**config.mk**
```make
export PLATFORM = sky130hd
export DESIGN_NAME = uart_tx_fifo
export DESIGN_NICKNAME = d
export VERILOG_FILES = /design/src/rtl/uart_pkg.sv /design/src/rtl/sync_fifo_mem.sv /design/src/rtl/uart_tx_fifo.sv
export SDC_FILE = /design/constraint.sdc
export NUM_CORES = 1
export LEC_CHECK = 0
export CAP_MARGIN = 20
export CORE_AREA = 4 4 82 160
export DETAILED_ROUTE_END_ITERATION = 12
export DIE_AREA = 0 0 86 164
export GPL_TIMING_DRIVEN = 0
export PLACE_DENSITY = 0.72
export SLEW_MARGIN = 30
export SYNTH_ARGS = -nofsm -noshare
export SYNTH_HDL_FRONTEND = slang
export SYNTH_HIERARCHICAL = 1
export SYNTH_SLANG_ARGS = --single-unit
```
**constraint.sdc**
```tcl
create_clock -name clk -period 8.72 [get_ports clk]
set_clock_uncertainty 0.1 [all_clocks]
set_input_delay 1.744 -clock clk [delete_from_list [all_inputs] [get_ports clk]]
set_output_delay 1.744 -clock clk [all_outputs]
set_load 0.02 [all_outputs]
```
**src/rtl/uart_pkg.sv**
```systemverilog
// Shared UART definitions: transmit-side FSM encoding and default sizing.
package uart_pkg;

   localparam int UART_WIDTH            = 8;
   localparam int DEFAULT_TX_FIFO_DEPTH = 16;
   localparam int DEFAULT_TX_GAP        = 2;

   typedef enum logic [1:0] {
      S_IDLE         = 2'd0,
      S_WAIT_ACK     = 2'd1,
      S_WAIT_RELEASE = 2'd2,
      S_GAP          = 2'd3
   } tx_state_t;

endpackage

```
**src/rtl/sync_fifo_mem.sv**
```systemverilog
// Single-clock byte store with registered occupancy flags and an overflow pulse.
// The head entry is visible combinationally on rd_data; rd_en consumes it.
module sync_fifo_mem
   import uart_pkg::*;
#(
   parameter int DEPTH = DEFAULT_TX_FIFO_DEPTH,
   parameter int WIDTH = UART_WIDTH
) (
   input  logic                     clk,
   input  logic                     rst,
   input  logic [WIDTH-1:0]         wr_data,
   input  logic                     wr_en,
   input  logic                     rd_en,
   output logic [WIDTH-1:0]         rd_data,
   output logic                     full,
   output logic                     empty,
   output logic [$clog2(DEPTH):0]   count,
   output logic                     overflow
);

   localparam int AW = $clog2(DEPTH);
   localparam int CW = AW + 1;

   logic [WIDTH-1:0] r_mem [DEPTH];
   logic [AW-1:0]    r_wr_ptr;
   logic [AW-1:0]    r_rd_ptr;
   logic [CW-1:0]    r_count;
   logic             r_full;
   logic             r_empty;
   logic             r_overflow;
   logic [CW-1:0]    w_count_nxt;
   logic             w_wr_acc;
   logic             w_rd_acc;

   // Acceptance uses the registered full flag, so a same-cycle pop never frees room for a write.
   assign w_wr_acc = wr_en & ~r_full;
   assign w_rd_acc = rd_en & ~r_empty;

   // Next occupancy: write and pop together leave the count unchanged.
   always_comb begin
      w_count_nxt = r_count;
      case ({w_wr_acc, w_rd_acc})
         2'b10:   w_count_nxt = r_count + 1'b1;
         2'b01:   w_count_nxt = r_count - 1'b1;
         default: w_count_nxt = r_count;
      endcase
   end

   // Pointers, count and flags; pointers wrap naturally because DEPTH is a power of two.
   always_ff @(posedge clk or posedge rst) begin
      if (rst) begin
         r_wr_ptr   <= '0;
         r_rd_ptr   <= '0;
         r_count    <= '0;
         r_full     <= 1'b0;
         r_empty    <= 1'b1;
         r_overflow <= 1'b0;
      end else begin
         if (w_wr_acc) r_wr_ptr <= r_wr_ptr + 1'b1;
         if (w_rd_acc) r_rd_ptr <= r_rd_ptr + 1'b1;
         r_count    <= w_count_nxt;
         r_full     <= (w_count_nxt == CW'(DEPTH));
         r_empty    <= (w_count_nxt == '0);
         r_overflow <= wr_en & r_full;
      end
   end

   // Storage array; contents need no reset because the pointers define validity.
   always_ff @(posedge clk) begin
      if (w_wr_acc) r_mem[r_wr_ptr] <= wr_data;
   end

   assign rd_data  = r_mem[r_rd_ptr];
   assign full     = r_full;
   assign empty    = r_empty;
   assign count    = r_count;
   assign overflow = r_overflow;

endmodule

```
**src/rtl/uart_tx_fifo.sv**
```systemverilog
// Byte buffer feeding the UART transmitter through its data_ready/sampled handshake,
// with a programmable idle gap between consecutive bytes.
module uart_tx_fifo
   import uart_pkg::*;
#(
   parameter int DEPTH = DEFAULT_TX_FIFO_DEPTH,
   parameter int WIDTH = UART_WIDTH,
   parameter int GAP   = DEFAULT_TX_GAP
) (
   input  logic                     clk,
   input  logic                     rst,
   input  logic [WIDTH-1:0]         wr_data,
   input  logic                     wr_en,
   output logic                     full,
   output logic                     empty,
   output logic [$clog2(DEPTH):0]   count,
   output logic                     overflow,
   output logic [WIDTH-1:0]         tx_data,
   output logic                     tx_data_ready,
   input  logic                     tx_sampled
);

   localparam int              GW       = (GAP > 1) ? $clog2(GAP) : 1;
   localparam logic [GW-1:0]   GAP_LAST = (GAP > 0) ? GW'(GAP - 1) : '0;

   tx_state_t        r_state;
   tx_state_t        w_state_nxt;
   logic [GW-1:0]    r_gap_cnt;
   logic [WIDTH-1:0] r_tx_data;
   logic             r_tx_data_ready;
   logic [WIDTH-1:0] w_head;
   logic             w_pop;
   logic             w_ack;
   logic             w_gap_clr;
   logic             w_gap_inc;

   sync_fifo_mem #(
      .DEPTH (DEPTH),
      .WIDTH (WIDTH)
   ) u_mem (
      .clk      (clk),
      .rst      (rst),
      .wr_data  (wr_data),
      .wr_en    (wr_en),
      .rd_en    (w_pop),
      .rd_data  (w_head),
      .full     (full),
      .empty    (empty),
      .count    (count),
      .overflow (overflow)
   );

   // Handshake sequencing: offer, wait for sampled, wait for release, then idle gap.
   always_comb begin
      w_state_nxt = r_state;
      w_pop       = 1'b0;
      w_ack       = 1'b0;
      w_gap_clr   = 1'b0;
      w_gap_inc   = 1'b0;
      case (r_state)
         S_IDLE: begin
            if (!empty && !tx_sampled) begin
               w_pop       = 1'b1;
               w_state_nxt = S_WAIT_ACK;
            end
         end
         S_WAIT_ACK: begin
            if (tx_sampled) begin
               w_ack       = 1'b1;
               w_state_nxt = S_WAIT_RELEASE;
            end
         end
         S_WAIT_RELEASE: begin
            if (!tx_sampled) begin
               if (GAP == 0) begin
                  w_state_nxt = S_IDLE;
               end else begin
                  w_gap_clr   = 1'b1;
                  w_state_nxt = S_GAP;
               end
            end
         end
         S_GAP: begin
            if (r_gap_cnt == GAP_LAST) w_state_nxt = S_IDLE;
            else                       w_gap_inc   = 1'b1;
         end
         default: w_state_nxt = S_IDLE;
      endcase
   end

   // State register; reset abandons any byte in flight and drops the request at once.
   always_ff @(posedge clk or posedge rst) begin
      if (rst) r_state <= S_IDLE;
      else     r_state <= w_state_nxt;
   end

   // Gap counter, request level and presented byte; tx_data only changes on a pop.
   always_ff @(posedge clk or posedge rst) begin
      if (rst) begin
         r_gap_cnt       <= '0;
         r_tx_data       <= '0;
         r_tx_data_ready <= 1'b0;
      end else begin
         if (w_gap_clr)      r_gap_cnt <= '0;
         else if (w_gap_inc) r_gap_cnt <= r_gap_cnt + 1'b1;
         if (w_pop) begin
            r_tx_data       <= w_head;
            r_tx_data_ready <= 1'b1;
         end else if (w_ack) begin
            r_tx_data_ready <= 1'b0;
         end
      end
   end

   assign tx_data       = r_tx_data;
   assign tx_data_ready = r_tx_data_ready;

endmodule

```
==> impl_metrics.yaml, run 1 <==
power:
  swShare: 0.294
  power.total_mw: 2.57
  power.density_nw_per_um2: 345
  internal_power_mw: 1.82
  peakVddDrop_mv: 0.212
  clockPowerShare: 0.302
  seq_power_share: 0.389
  power_leakage_nw: 2.55
  p_sw_mw: 0.758
  p_comb_frac: 0.310
critical_path:
  worstPathCellList: "clkdlybuf4s50_1, nor3b_1, buf_4, nand2b_4, buf_6, nor2_1, xor2_1, ha_1, a21oi_1, or3_4, a2111o_1, a31o_1, nor4_1"
  crit_buf_inv: 3
  path_class: "in2reg"
  required_ns: 8.94
  crit_family: "simple AND/OR/NAND/NOR gates"
  cp-end-kind: "flip-flop"
  worstPathMaxFanout: 10
  slowest_stage: "clkdlybuf4s50_1"
  arrival_ns: 4.82
  start_kind: "primary input"
  cpPeakStageDelay_ns: 0.50
synth:
  synth_fp_nets: 347
  yosysWarnings: 6
  synthTopCellsByCount: "edfxtp_1, mux4_2, dfrtp_1"
  syn-instance-count: 324
  synthMostInstantiatedCell: "edfxtp_1"
  yosysTopAreaCell: "edfxtp_1"
  synth.distinct_cells: 48
  synth.area.top_cells: "edfxtp_1, mux4_2, dfrtp_1"
  async_reset_ff_frac: 0.179
  ys_seq_elements: 156
  syn-cell-area_um2: 6370
  synth.avg_cell_area_um2: 19.7
  synth_edf_count: 128
  synthFlopType: "edfxtp_1"
  netlist.area_leader.share: 0.604
  synth.yosys.seq_area_share: 0.714
global_route:
  overflow: 0
  antenna_found_initial: 0
  grt_usage: 0.195
  grt_max_degree: 17
  grt_pass1_wl_um: 19300
  grt_pass1_vias: 3357
routing:
  routed-wl-met2_um: 7520
  vias_per_cell: 5.86
  dr.pass1.iters: 4
  totalWireLength_um: 12300
  ant_nets: 0
  wl_per_cell_um: 23.2
  drc: 0
  routed-wl-met3_um: 333
  drt_iter0_drc: 207
  num_vias: 3098
  met1_length_um: 4110
  dr.max_layer_used: "met4"
clock_network:
  cts_hold_buf: 0
  clkSinkCount: 156
  cts-root-buf: "clkbuf_16"
  postCtsSetupBuffers: 0
  cts_buffer_depth: 2
  cts_tree: "yes"
  post_cts_resized: 0
  clkLatencyLatePin_ns: 0.42
  cts_buffers: 17
  clk_pin_slew_ns: 0.06
  h-tree-depth: 4
timing:
  worst_pin_slew_ns: 0.825
  fin_crit_ns: 4.59
  rsz0062_at_grt: "false"
  hold_viol: 0
  max_freq_ghz: 0.218
  slew_viol_final: 0
  period_share: 0.527
  slew_headroom: 0.450
  tns_ns: 0
  setup_viol: 0
cells_and_area:
  n_fill_cell: 846
  areaGrowthSynthToFinish_pct: 17.2
  instances_no_fill: 529
  drive_above_1_share: 0.245
  fin_nets: 394
  insertedDiodeCount: 0
die:
  fp.dieW_um: 86
  die-area_um2: 14100
  initial_core_util: 0.538
  io_pins: 29
  num_rows: 56
  die_y_um: 164
  fp.coreArea_um2: 11800
placement:
  io_buffers: 28
  place.gp.congestion: 0.796
  numPlacedInstances: 497
  hpwl_um: 8570
hold_path:
  hold_path_class: "reg2reg"
outcome:
  status: "complete, no violations"
flow_run:
  cap_violations: 0
## kinds of logic (layout without fill, tap and decap cells)
logic type / after synthesis / after routing / share of synthesized area
AO/OA/AOI/OAI: 16 / 16 / 0.0191
XOR/XNOR: 10 / 10 / 0.0138
adder cells (fa/ha/maj): 11 / 11 / 0.0216
buffers and inverters: 25 / 85 / 0.0175
flip-flops: 156 / 156 / 0.714
multiplexers: 51 / 51 / 0.161
AND/OR/NAND/NOR: 55 / 55 / 0.0529
## layer usage
layer,track usage,vias up
li1,-,1388
met1,0.194,1620
met2,0.374,64
met4,0.0893,0
met3,0.0402,26
met5,0,-
## final timing paths
check | start | end | slack, ns | cells after the start
max in group asynchronous | rst | u_mem/count[2] | 6.35 | 2
min in group asynchronous | rst | tx_data_ready | 1.60 | 2
max | tx_sampled | u_mem/empty | 4.13 | 13
max reg2reg | r_state[0] | u_mem/empty | 5.29 | 14
min reg2reg | tx_data_ready | tx_data_ready | 0.38 | 1
min | tx_data_ready | tx_data_ready | 0.38 | 1
## per-stage QoR
stage | setup WS [ns] | instance area [µm²] | utilization | hold slack (ns)
2_1_floorplan | 4.49 | 6370 | - | 0.386
3_3_place_gp | 3.74 | 6830 | 0.577 | 0.360
3_5_place_dp | 3.66 | 6830 | 0.577 | 0.370
4_1_cts | 4.10 | 7460 | 0.630 | 0.384
5_1_grt | 3.93 | 7460 | 0.630 | 0.412
6_report | 4.13 | 7460 | 0.630 | 0.381
## power by group through the flow
stage	Sequential, mW	Clock [mW]	Combinational [mW]
global route	1.02	0.818	0.862
finish	1.00	0.776	0.797
floorplan	1.04	0	0.522
global placement	1.01	0	0.786
detailed placement	1.02	0	0.801
CTS	1.00	0.783	0.809
## layout by cell type (no fill, tap or decap), types with 2 or more instances in the layout
cell / netlist / final
nand2_1: 9 / 9
clkinv_4: 0 / 4
mux4_2: 40 / 40
and3_1: 2 / 2
buf_2: 5 / 5
nand3b_1: 2 / 2
xor2_1: 2 / 2
and2_1: 17 / 17
mux2_2: 9 / 9
bufinv_16: 0 / 4
clkbuf_16: 0 / 17
nor3b_1: 3 / 3
edfxtp_1: 128 / 128
ha_1: 11 / 11
dfrtp_1: 27 / 27
xnor2_1: 8 / 8
nor2_1: 5 / 5
o21ai_0: 3 / 3
nand4_1: 4 / 4
or3_1: 2 / 2
clkdlybuf4s50_1: 0 / 28
clkbuf_1: 6 / 7
a21oi_1: 2 / 2
clkinvlp_4: 0 / 3
nor4_1: 2 / 2
inv_1: 9 / 9
buf_1: 2 / 2
## area by class of cell
cell class / instances / area [µm²] / area share
sequential: 156 / 4550 / 0.609
multi-input combinational: 143 / 1710 / 0.229
clock buffer: 19 / 443 / 0.0593
timing repair buffer: 28 / 280 / 0.0376
clock inverter: 13 / 191 / 0.0256
tap: 145 / 181 / 0.0243
buffer: 15 / 73.8 / 0.00989
inverter: 10 / 37.5 / 0.00503
## registers in the layout (all words and copies together) (netlist names)
signal	cells
u_mem/count	5
u_mem/r_rd_ptr	4
u_mem/empty	1
r_state	2
u_mem/r_wr_ptr	4
tx_data_ready	1
tx_data	8
u_mem/overflow	1
u_mem/full	1
u_mem/r_mem	128
r_gap_cnt	1
## worst reg2reg max path, stage by stage, from the launching register on
cell and delay, ns:
dfrtp_1 0.40, inv_1 0.11, ha_1 0.20, nor3b_1 0.19, buf_4 0.23, nand2b_4 0.06, buf_6 0.13, nor2_1 0.18
xor2_1 0.18, ha_1 0.25, a21oi_1 0.08, or3_4 0.35, a2111o_1 0.41, a31o_1 0.25, nor4_1 0.21
Note: power is estimated with default switching activity, not from simulation.
==> run 2, diff against run 1 <==
--- a/config.mk
+++ b/config.mk
@@ -6,11 +6,11 @@
 export NUM_CORES = 1
 export LEC_CHECK = 0
 export CAP_MARGIN = 20
-export CORE_AREA = 4 4 82 160
+export CORE_AREA = 4 4 82 161
 export DETAILED_ROUTE_END_ITERATION = 12
-export DIE_AREA = 0 0 86 164
+export DIE_AREA = 0 0 86 165
 export GPL_TIMING_DRIVEN = 0
-export PLACE_DENSITY = 0.72
+export PLACE_DENSITY = 0.74
 export SLEW_MARGIN = 30
 export SYNTH_ARGS = -nofsm -noshare
 export SYNTH_HDL_FRONTEND = slang
==> constraint.sdc (replaced) <==
create_clock -name clk -period 4.2 [get_ports clk]
set_clock_uncertainty 0.1 [all_clocks]
set_input_delay 0.84 -clock clk [delete_from_list [all_inputs] [get_ports clk]]
set_output_delay 0.84 -clock clk [all_outputs]
set_load 0.02 [all_outputs]
==> run 2 against run 1 <==
Register-to-register slack worse by 4.5 ns. Cell count is 0.38% higher. Sequential share of layout area is 0.46 points higher. Routed wire length is 0.55% lower. Core utilization is 1.6 points lower. Combinational power is 110% higher. Via count is 0.74% higher. Global-route usage is 0.14 points lower. Non-clock buffer count stayed put. Sequential power is 110% higher. Design area is 0.75% lower. Critical endpoint unchanged.
==> impl_metrics.yaml, run 2 (synthesis gave the netlist of run 1 again) <==
die:
  die_y_um: 165
  fp.dieW_um: 86
  fp.coreArea_um2: 12100
  initial_core_util: 0.528
  die-area_um2: 14200
  num_rows: 57
  io_pins: 29
routing:
  num_vias: 3121
  drt_iter0_drc: 292
  ant_nets: 0
  vias_per_cell: 5.88
  dr.pass1.iters: 4
  drc: 0
  wl_per_cell_um: 23.0
  totalWireLength_um: 12200
clock_network:
  cts_hold_buf: 0
  h-tree-depth: 4
  post_cts_resized: 0
  clk_pin_slew_ns: 0.06
  postCtsSetupBuffers: 0
  cts_tree: "yes"
  cts_buffer_depth: 2
  clkLatencyLatePin_ns: 0.41
  cts-root-buf: "clkbuf_16"
  cts_buffers: 17
  clkSinkCount: 156
timing:
  setup_viol: 0
  fin_crit_ns: 3.72
  rsz0062_at_grt: "false"
  slew_viol_final: 0
  timing.hold.ws_ns: 0.384
  worst_pin_slew_ns: 0.727
  max_freq_ghz: 0.269
  period_share: 0.885
  slew_headroom: 0.515
  tns_ns: 0
  hold_viol: 0
placement:
  hpwl_um: 8470
  io_buffers: 28
  place.gp.congestion: 0.793
  numPlacedInstances: 499
global_route:
  grt_usage: 0.194
  grt_max_degree: 17
  overflow: 0
  grtUsageMet3: 0.0449
  antenna_found_initial: 0
  grt_pass1_vias: 3349
  gr-max-usage-layer: "met2"
  grt_pass1_wl_um: 19500
  use_met2: 0.363
  use_met1: 0.210
outcome:
  status: "complete, no violations"
power:
  peakVddDrop_mv: 0.443
  p_comb_frac: 0.319
  internal_power_mw: 3.61
  p_sw_mw: 1.55
  power_leakage_nw: 2.54
  clockPowerShare: 0.279
  swShare: 0.301
  power.total_mw: 5.16
  power.density_nw_per_um2: 697
  seq_power_share: 0.402
critical_path:
  cp-end-kind: "flip-flop"
  arrival_ns: 3.93
  path_class: "in2reg"
  required_ns: 4.42
  worstPathMaxFanout: 10
  start_kind: "primary input"
cells_and_area:
  layout_commonest_cell: "edfxtp_1"
  insertedDiodeCount: 0
  largest_register_ff_count: 128
  regMostFlops: "u_mem/r_mem"
  instances_no_fill: 531
  n_fill_cell: 831
  drive_above_1_share: 0.247
  fin_nets: 394
  layout_common_cells: "edfxtp_1, mux4_2, clkdlybuf4s50_1"
  areaGrowthSynthToFinish_pct: 16.3
hold_path:
  hold_path_class: "reg2reg"
flow_run:
  cap_violations: 0
==> run 2: routing by layer <==
| layer | wire length (µm) | share of wire |
|---|---|---|
| met3 | 521 | 0.043 |
| met1 | 4100 | 0.34 |
| met2 | 7390 | 0.61 |
| met5 | 0 | 0 |
| met4 | 189 | 0.015 |
==> run 2: power groups by stage <==
stage,Combinational (mW),Sequential (mW),Clock (mW)
final,1.65,2.08,1.44
after floorplan,1.08,2.16,0
after detailed placement,1.66,2.11,0
after global placement,1.62,2.09,0
after global routing,1.81,2.10,1.54
after CTS,1.68,2.08,1.46
==> run 2: final cells by class <==
cell class | instances | area, µm² | share of cell area
Clock inverter | 11 | 81.3 | 0.0110
Inverter | 10 | 37.5 | 0.00507
Multi-Input combinational cell | 143 | 1710 | 0.231
Tap cell | 147 | 184 | 0.0248
Clock buffer | 21 | 493 | 0.0666
Timing Repair Buffer | 28 | 280 | 0.0378
Buffer | 15 | 75.1 | 0.0101
Sequential cell | 156 | 4550 | 0.614
==> run 2: worst paths after layout <==
check,slack (ns),start,depth (start not counted),to
max in group asynchronous,2.82,rst,2,u_mem/r_wr_ptr[3]
hold reg to reg,0.38,tx_data_ready,1,tx_data_ready
setup reg to reg,0.75,r_state[0],14,u_mem/empty
setup / recovery,0.48,tx_sampled,13,u_mem/empty
hold / removal,0.38,tx_data_ready,1,tx_data_ready
min in group asynchronous,0.68,rst,2,r_state[0]
==> run 2: critical path, stage by stage <==
cell and delay, ns:
clkdlybuf4s50_1 0.51, nor3b_1 0.24, buf_4 0.23, nand2b_4 0.07, buf_6 0.14, nor2_1 0.19, xor2_1 0.17, ha_1 0.24
a21oi_1 0.08, or3_4 0.35, a2111o_1 0.41, a31o_1 0.25, nor4_1 0.21
==> run 2: stage by stage <==
| stage | setup slack, ns | instance area, µm² | utilization |
|---|---|---|---|
| finish | 0.482 | 7410 | 0.615 |
| global route | 0.221 | 7410 | 0.615 |
| CTS | 0.468 | 7410 | 0.614 |
| detailed placement | 0.0442 | 6830 | 0.567 |
| global placement | 0.122 | 6830 | 0.567 |
| floorplan | 0.878 | 6370 | - |
==> run 3, diff against run 2 <==
--- a/config.mk
+++ b/config.mk
@@ -6,11 +6,12 @@
 export NUM_CORES = 1
 export LEC_CHECK = 0
 export CAP_MARGIN = 20
-export CORE_AREA = 4 4 82 161
+export CORE_AREA = 4 4 82 160
 export DETAILED_ROUTE_END_ITERATION = 12
-export DIE_AREA = 0 0 86 165
+export DIE_AREA = 0 0 86 164
+export DONT_BUFFER_PORTS = 1
 export GPL_TIMING_DRIVEN = 0
-export PLACE_DENSITY = 0.74
+export PLACE_DENSITY = 0.79
 export SLEW_MARGIN = 30
 export SYNTH_ARGS = -nofsm -noshare
 export SYNTH_HDL_FRONTEND = slang
==> run 3 against run 2 <==
Clock-buffer cell count is 4 lower. Register-to-register slack about the same. Design area fell by 3.9%. Cell count is 5.6% lower. Die area shrank 0.61%. Largest cell class unchanged. Non-clock buffer count fell by 28. Critical endpoint is now u_mem/full.
==> impl_metrics.yaml, run 3 (synthesis gave the netlist of run 1 again) <==
routing:
  totalWireLength_um: 11800
  ant_nets: 0
  dr.pass1.iters: 4
  vias_per_cell: 5.95
  drt_iter0_drc: 247
  num_vias: 2983
  drc: 0
  wl_per_cell_um: 23.6
cells_and_area:
  multi_input_area_um2: 1710
  regMostFlops: "u_mem/r_mem"
  seq_area_um2: 4550
  drive_above_1_share: 0.267
  insertedDiodeCount: 0
  layout_common_cells: "edfxtp_1, mux4_2, dfrtp_1"
  largest_register_ff_count: 128
  n_fill_cell: 829
  fin_nets: 366
  areaGrowthSynthToFinish_pct: 11.8
  layout_commonest_cell: "edfxtp_1"
critical_path:
  worstPathMaxFanout: 10
  r2r_end: "u_mem/full"
  path_class: "reg2reg"
  required_ns: 4.43
  r2r_start: "r_state[0]"
  cp-end-kind: "flip-flop"
  r2r_slack_ns: 0.76
  start_kind: "flip-flop"
  arrival_ns: 3.67
  r2r_cells: 14
clock_network:
  cts-root-buf: "clkbuf_16"
  postCtsSetupBuffers: 0
  cts_hold_buf: 0
  cts_tree: "yes"
  clk_pin_slew_ns: 0.07
  h-tree-depth: 4
  cts_buffer_depth: 2
  clkLatencyLatePin_ns: 0.42
  clkSinkCount: 156
  post_cts_resized: 0
  cts_buffers: 17
die:
  num_rows: 56
  io_pins: 29
  die-area_um2: 14100
  fp.dieW_um: 86
  die_y_um: 164
  fp.coreArea_um2: 11800
  initial_core_util: 0.538
timing:
  slew_headroom: 0.390
  fin_crit_ns: 3.44
  setup_viol: 0
  slew_viol_final: 0
  max_freq_ghz: 0.291
  tns_ns: 0
  hold_viol: 0
  period_share: 0.820
  worst_pin_slew_ns: 0.915
  rsz0062_at_grt: "false"
flow_run:
  cap_violations: 0
global_route:
  grt_pass1_wl_um: 18800
  grt_max_degree: 17
  overflow: 0
  gr-max-usage-layer: "met2"
  grt_usage: 0.185
  grt_pass1_vias: 3259
  antenna_found_initial: 0
  use_met1: 0.199
  grtUsageMet3: 0.0512
  use_met2: 0.344
placement:
  place.gp.congestion: 0.809
  io_buffers: 0
  hpwl_um: 8290
power:
  power.density_nw_per_um2: 705
  peakVddDrop_mv: 0.544
  power_leakage_nw: 2.43
  power.total_mw: 5.02
hold_path:
  hold_path_class: "in2async"
outcome:
  status: "complete, no violations"
## run 3: layout make-up
cell class,count,share of cell area
multi-input combinational,143,0.240
inverter,10,0.00527
sequential,156,0.638
buffer,15,0.0104
tap,145,0.0255
clock buffer,17,0.0597
clock inverter,15,0.0207
## run 3: power breakdown
part / switching, mW / internal, mW / leakage, nW
logic: 0.691 / 0.685 / 0.649
registers: 0.241 / 1.94 / 1.49
clock network: 0.631 / 0.835 / 0.286
## run 3: critical path: stages, from the launching register on
cell and delay (ns):
dfrtp_1 0.41, inv_1 0.11, ha_1 0.19, nor3b_1 0.18
buf_4 0.24, nand2b_4 0.07, buf_6 0.13, nor2_1 0.18
xor2_1 0.18, ha_1 0.25, a21oi_1 0.09, or3_4 0.36
a2111o_1 0.41, a31o_1 0.24, nor4b_2 0.21
## run 3: how the worst max path moves through the flow
stage	start	to	slack (ns)	cells past startpoint
2_1_floorplan	tx_sampled	u_mem/full	0.88	12
3_3_place_gp	tx_sampled	u_mem/empty	0.70	12
3_5_place_dp	tx_sampled	u_mem/empty	0.62	12
4_1_cts	r_state[0]	u_mem/empty	0.74	14
5_1_grt	r_state[1]	u_mem/empty	0.45	14
6_report	r_state[0]	u_mem/full	0.76	14
## run 3: per-stage QoR
step	setup slack (ns)	cell area, µm²	hold WS, ns	utilization	instances
after global routing	0.448	7120	0.249	0.601	501
final	0.758	7120	0.226	0.601	501
after detailed placement	0.616	6550	0.447	0.553	469
after CTS	0.739	7120	0.229	0.601	501
after global placement	0.695	6550	0.405	0.553	469
after floorplan	0.878	6370	0.386	-	324
## run 3: metal layers
metal  share of wire  vias up
met5               0        -
met4           0.010        0
met3           0.039        9
met2            0.60       65
met1            0.35     1573
li1                -     1336
==> RTL change 1, RTL diff (settings of run 3) <==
Set the package constant `DEFAULT_TX_GAP` to 8 (it was 2).
--- a/src/rtl/uart_pkg.sv
+++ b/src/rtl/uart_pkg.sv
@@ -5,3 +5,3 @@
    localparam int DEFAULT_TX_FIFO_DEPTH = 16;
-   localparam int DEFAULT_TX_GAP        = 2;
+   localparam int DEFAULT_TX_GAP        = 8;
 
Formal check against the unedited RTL: not equivalent (a bounded check fails within 10 cycles, from zero or initial values and one cycle with rst high).
==> RTL change 1 against run 3 <==
  * Final area is 2.7% higher
  * Area after synthesis is 2.6% higher
  * Sequential cell count is 2 higher
  * Power is 4.7% higher
  * Setup slack better by 52 ps
  * Wire length is 3.4% higher
  * Die area stayed put
  * Non-clock buffer count stayed put
  * Utilization is 1.6 points higher
  * Critical path type unchanged
  * Highest routed layer unchanged
==> RTL change 1: results (changes against run 3) <==
clock network area share 8.18% (was 8.05%); r2r setup slk 810 ps (was 760 ps); Commonest cells post-synth edfxtp_1, mux4_2, dfrtp_1, and2_1 (was edfxtp_1, mux4_2, dfrtp_1, and2_1, ha_1); synth unique cells 50 (was 48); XOR/XNOR share of the synthesized area 1.48% (was 1.38%); number of global-route vias before repair 3438 (was 3259); arrival time of the worst setup path 3620 ps (was 3670 ps); Critical path origin r_state[0]$_DFFE_PP0P_ (unchanged); status finished, final reports clean (unchanged); Post-CTS Setup Bufs 0 (unchanged); Yosys reg bits 158 (was 156); Syn Nets 362 (was 347); Final #Nets 381 (was 366); HPWL Detailed 8500 um (was 8290 um); multi-input gate share of total cell area 24.9% (was 24.0%); Worst Hold Class in2async (unchanged); multiplexer share of the synthesized area 16.0% (was 16.1%); Synth area leaders edfxtp_1, mux4_2, dfrtp_1 (unchanged); Multi-Input Combinational 154 (was 143); Clock Path Buffers 2 (unchanged); Seq/total area 62.9% (was 63.8%); RD Place Congestion 0.780 (was 0.809); Worst-Margin Slew 719 ps (was 915 ps); clkbuf count 17 (unchanged); R2R depth 14 (unchanged); GR Util All Layers 19.5% (was 18.5%); Clock Pin Slew Worst Setup and Hold Paths 70 ps (about the same); CP max stage delay 420 ps; H-tree Lvls 4 (unchanged); P_leak 2.52 nW (was 2.43 nW); First-pass DRT Iterations 4 (unchanged); Clk. pwr 1.52 mW (was 1.47 mW); WL per Instance 23.8 um (was 23.6 um); area share of fa/ha/maj cells after synthesis 2.49% (was 2.16%); layout cell share with drive strength beyond 1 27.1% (was 26.7%); internal power consumption 3.63 mW (was 3.46 mW); first-iteration detailed-routing DRC count 322 (was 247); async set or reset register ratio after synthesis 19.0% (was 17.9%); NonClk Buf Share 1.08% (was 1.04%); Power Sequential 2.23 mW (was 2.18 mW); post-synthesis compound-gate area fraction 2.32% (was 1.91%); Vias/cell 5.97 (was 5.95); global-route wire length before repair 19500 um (was 18800 um); Peak supply drop 426 uV (was 544 uV); sequential area share after synthesis 70.4% (was 71.4%); total power 5.26 mW (was 5.02 mW); fillers 809 (was 829)
-- RTL change 1: changes by cell type after synthesis, sizes merged, moves of 2 or more --
| cell | change |
|---|---|
| a21oi | +2 |
| dfrtp | +2 |
| ha | +2 |
| nand2 | +4 |
-- RTL change 1: routing by layer --
metal	wire length (um)	global-route usage, %
met5	0	0
met4	253	7.64
met3	466	4.77
met2	7380	36.5
met1	4110	20.3
-- RTL change 1: metrics by stage --
stage	hold slack (ps)	cell area (sq um)	setup WS, ps	instances	util (%)
after floorplan	393	6530	860	337	-
after global placement	408	6710	690	482	56.7
after detailed placement	423	6710	617	482	56.7
after CTS	246	7310	806	514	61.7
after global routing	279	7310	566	514	61.7
final	241	7310	810	514	61.7
-- RTL change 1: worst reg2reg max path: stages, from the launching register on --
cell and delay [ps]:
dfrtp_1 420, inv_1 100, ha_1 220, and2_4 160
buf_6 170, nand2b_4 70, buf_6 140, nor2_1 190
xor2_1 170, ha_1 230, a21oi_1 80, or3_4 350
a2111o_1 410, a31o_1 250, nor4b_2 230
==> RTL change 2, RTL diff (settings of run 3) <==
Made on the original files. Register the output `count`; this adds one clock of latency there. The other outputs are not delayed to match.
--- a/src/rtl/uart_tx_fifo.sv
+++ b/src/rtl/uart_tx_fifo.sv
@@ -25,2 +25,4 @@
 
+   logic [$clog2(DEPTH):0] count_d;
+
    tx_state_t        r_state;
@@ -48,3 +50,3 @@
       .empty    (empty),
-      .count    (count),
+      .count    (count_d),
       .overflow (overflow)
@@ -117,2 +119,6 @@
 
+   always_ff @(posedge clk) begin
+      count <= count_d;
+   end
+
 endmodule
Formal check against the unedited RTL: not equivalent (a bounded check fails within 4 cycles, from zero or initial values and one cycle with rst high).
==> RTL change 2 against run 3 <==
  * Sequential cell count grew 5
  * Setup slack worse by 35 ps
  * Wire length up 0.19%
  * Area after synthesis is 1.6% higher
  * Count of clock-buffer cells in the layout did not move
  * Power increased by 0.57%
  * Final area increased by 1.2%
  * Hold slack worse by 6.3 ps
  * Largest cell class unchanged
  * Highest routed layer unchanged
==> RTL change 2: results (changes against run 3) <==
Placed Area 0.00665 sq mm (was 0.00655 sq mm); Clk. pwr 1.43 mW (was 1.47 mW); WL met1 4170 um (was 4160 um); arrival time of the worst setup path 3690 ps (was 3670 ps); synthesized instance count 329 (was 324); WL met2 7110 um (was 7060 um); Vias/cell 5.95 (about the same); GR Util All Layers 18.6% (was 18.5%); P_leak 2.44 nW (was 2.43 nW); async set or reset register ratio after synthesis 17.4% (was 17.9%); met1 GRT Util 20.1% (was 19.9%); number of global-route vias before repair 3269 (was 3259); sequential cell area 0.00465 sq mm (was 0.00455 sq mm); global-route wire length before repair 18800 um (about the same); max_slew headroom 38.6% (was 39.0%); Sw Ratio 30.4% (was 31.1%); met2 Track Usage GR 34.6% (was 34.4%); Crit Path Max Fanout 10 (unchanged); layout cell share with drive strength beyond 1 26.0% (was 26.7%); Final #Nets 371 (was 366); fillers 799 (was 829); Synth area leaders edfxtp_1, mux4_2, dfrtp_1 (unchanged); RD Place Congestion 0.801 (was 0.809); multi-input gate share of total cell area 23.7% (was 24.0%); NonClk Buf Share 1.02% (was 1.04%); Syn Nets 352 (was 347); status finished, final reports clean (unchanged); met3 Use GR 4.82% (was 5.12%); Final Util 60.9% (was 60.1%); clock network area share 7.76% (was 8.05%); Place WS 643 ps (was 616 ps); Vias 3009 (was 2983); placed cell count 474 (was 469); synth unique cells 49 (was 48); total power 5.05 mW (was 5.02 mW); met3 WL 432 um (was 466 um); Peak supply drop 353 uV (was 544 uV); WL per Instance 23.4 um (was 23.6 um); first-iteration detailed-routing DRC count 274 (was 247)
-- RTL change 2: cells by family after synthesis --
logic type,share of synthesized area (%)
AO/OA/AOI/OAI,1.88
multiplexers,15.9
AND/OR/NAND/NOR,5.20
buffers and inverters,1.72
flip-flops,71.8
XOR/XNOR,1.35
adder cells (fa/ha/maj),2.13
-- RTL change 2: worst paths after layout --
path / start / endpoint / slack (ps) / depth (start not counted)
setup / recovery: r_state[0]$_DFFE_PP0P_ / u_mem/empty$_DFF_PP1_ / 720 / 14
hold / removal: rst / r_state[0]$_DFFE_PP0P_ / 220 / 1
setup reg to reg: r_state[0]$_DFFE_PP0P_ / u_mem/empty$_DFF_PP1_ / 720 / 14
hold reg to reg: u_mem/count[4]$_DFF_PP0_ / count[4]$_DFF_P_ / 290 / 0
max in group asynchronous: rst / u_mem/r_wr_ptr[1]$_DFFE_PP0P_ / 3270 / 1
min in group clk: u_mem/count[4]$_DFF_PP0_ / count[4]$_DFF_P_ / 290 / 0
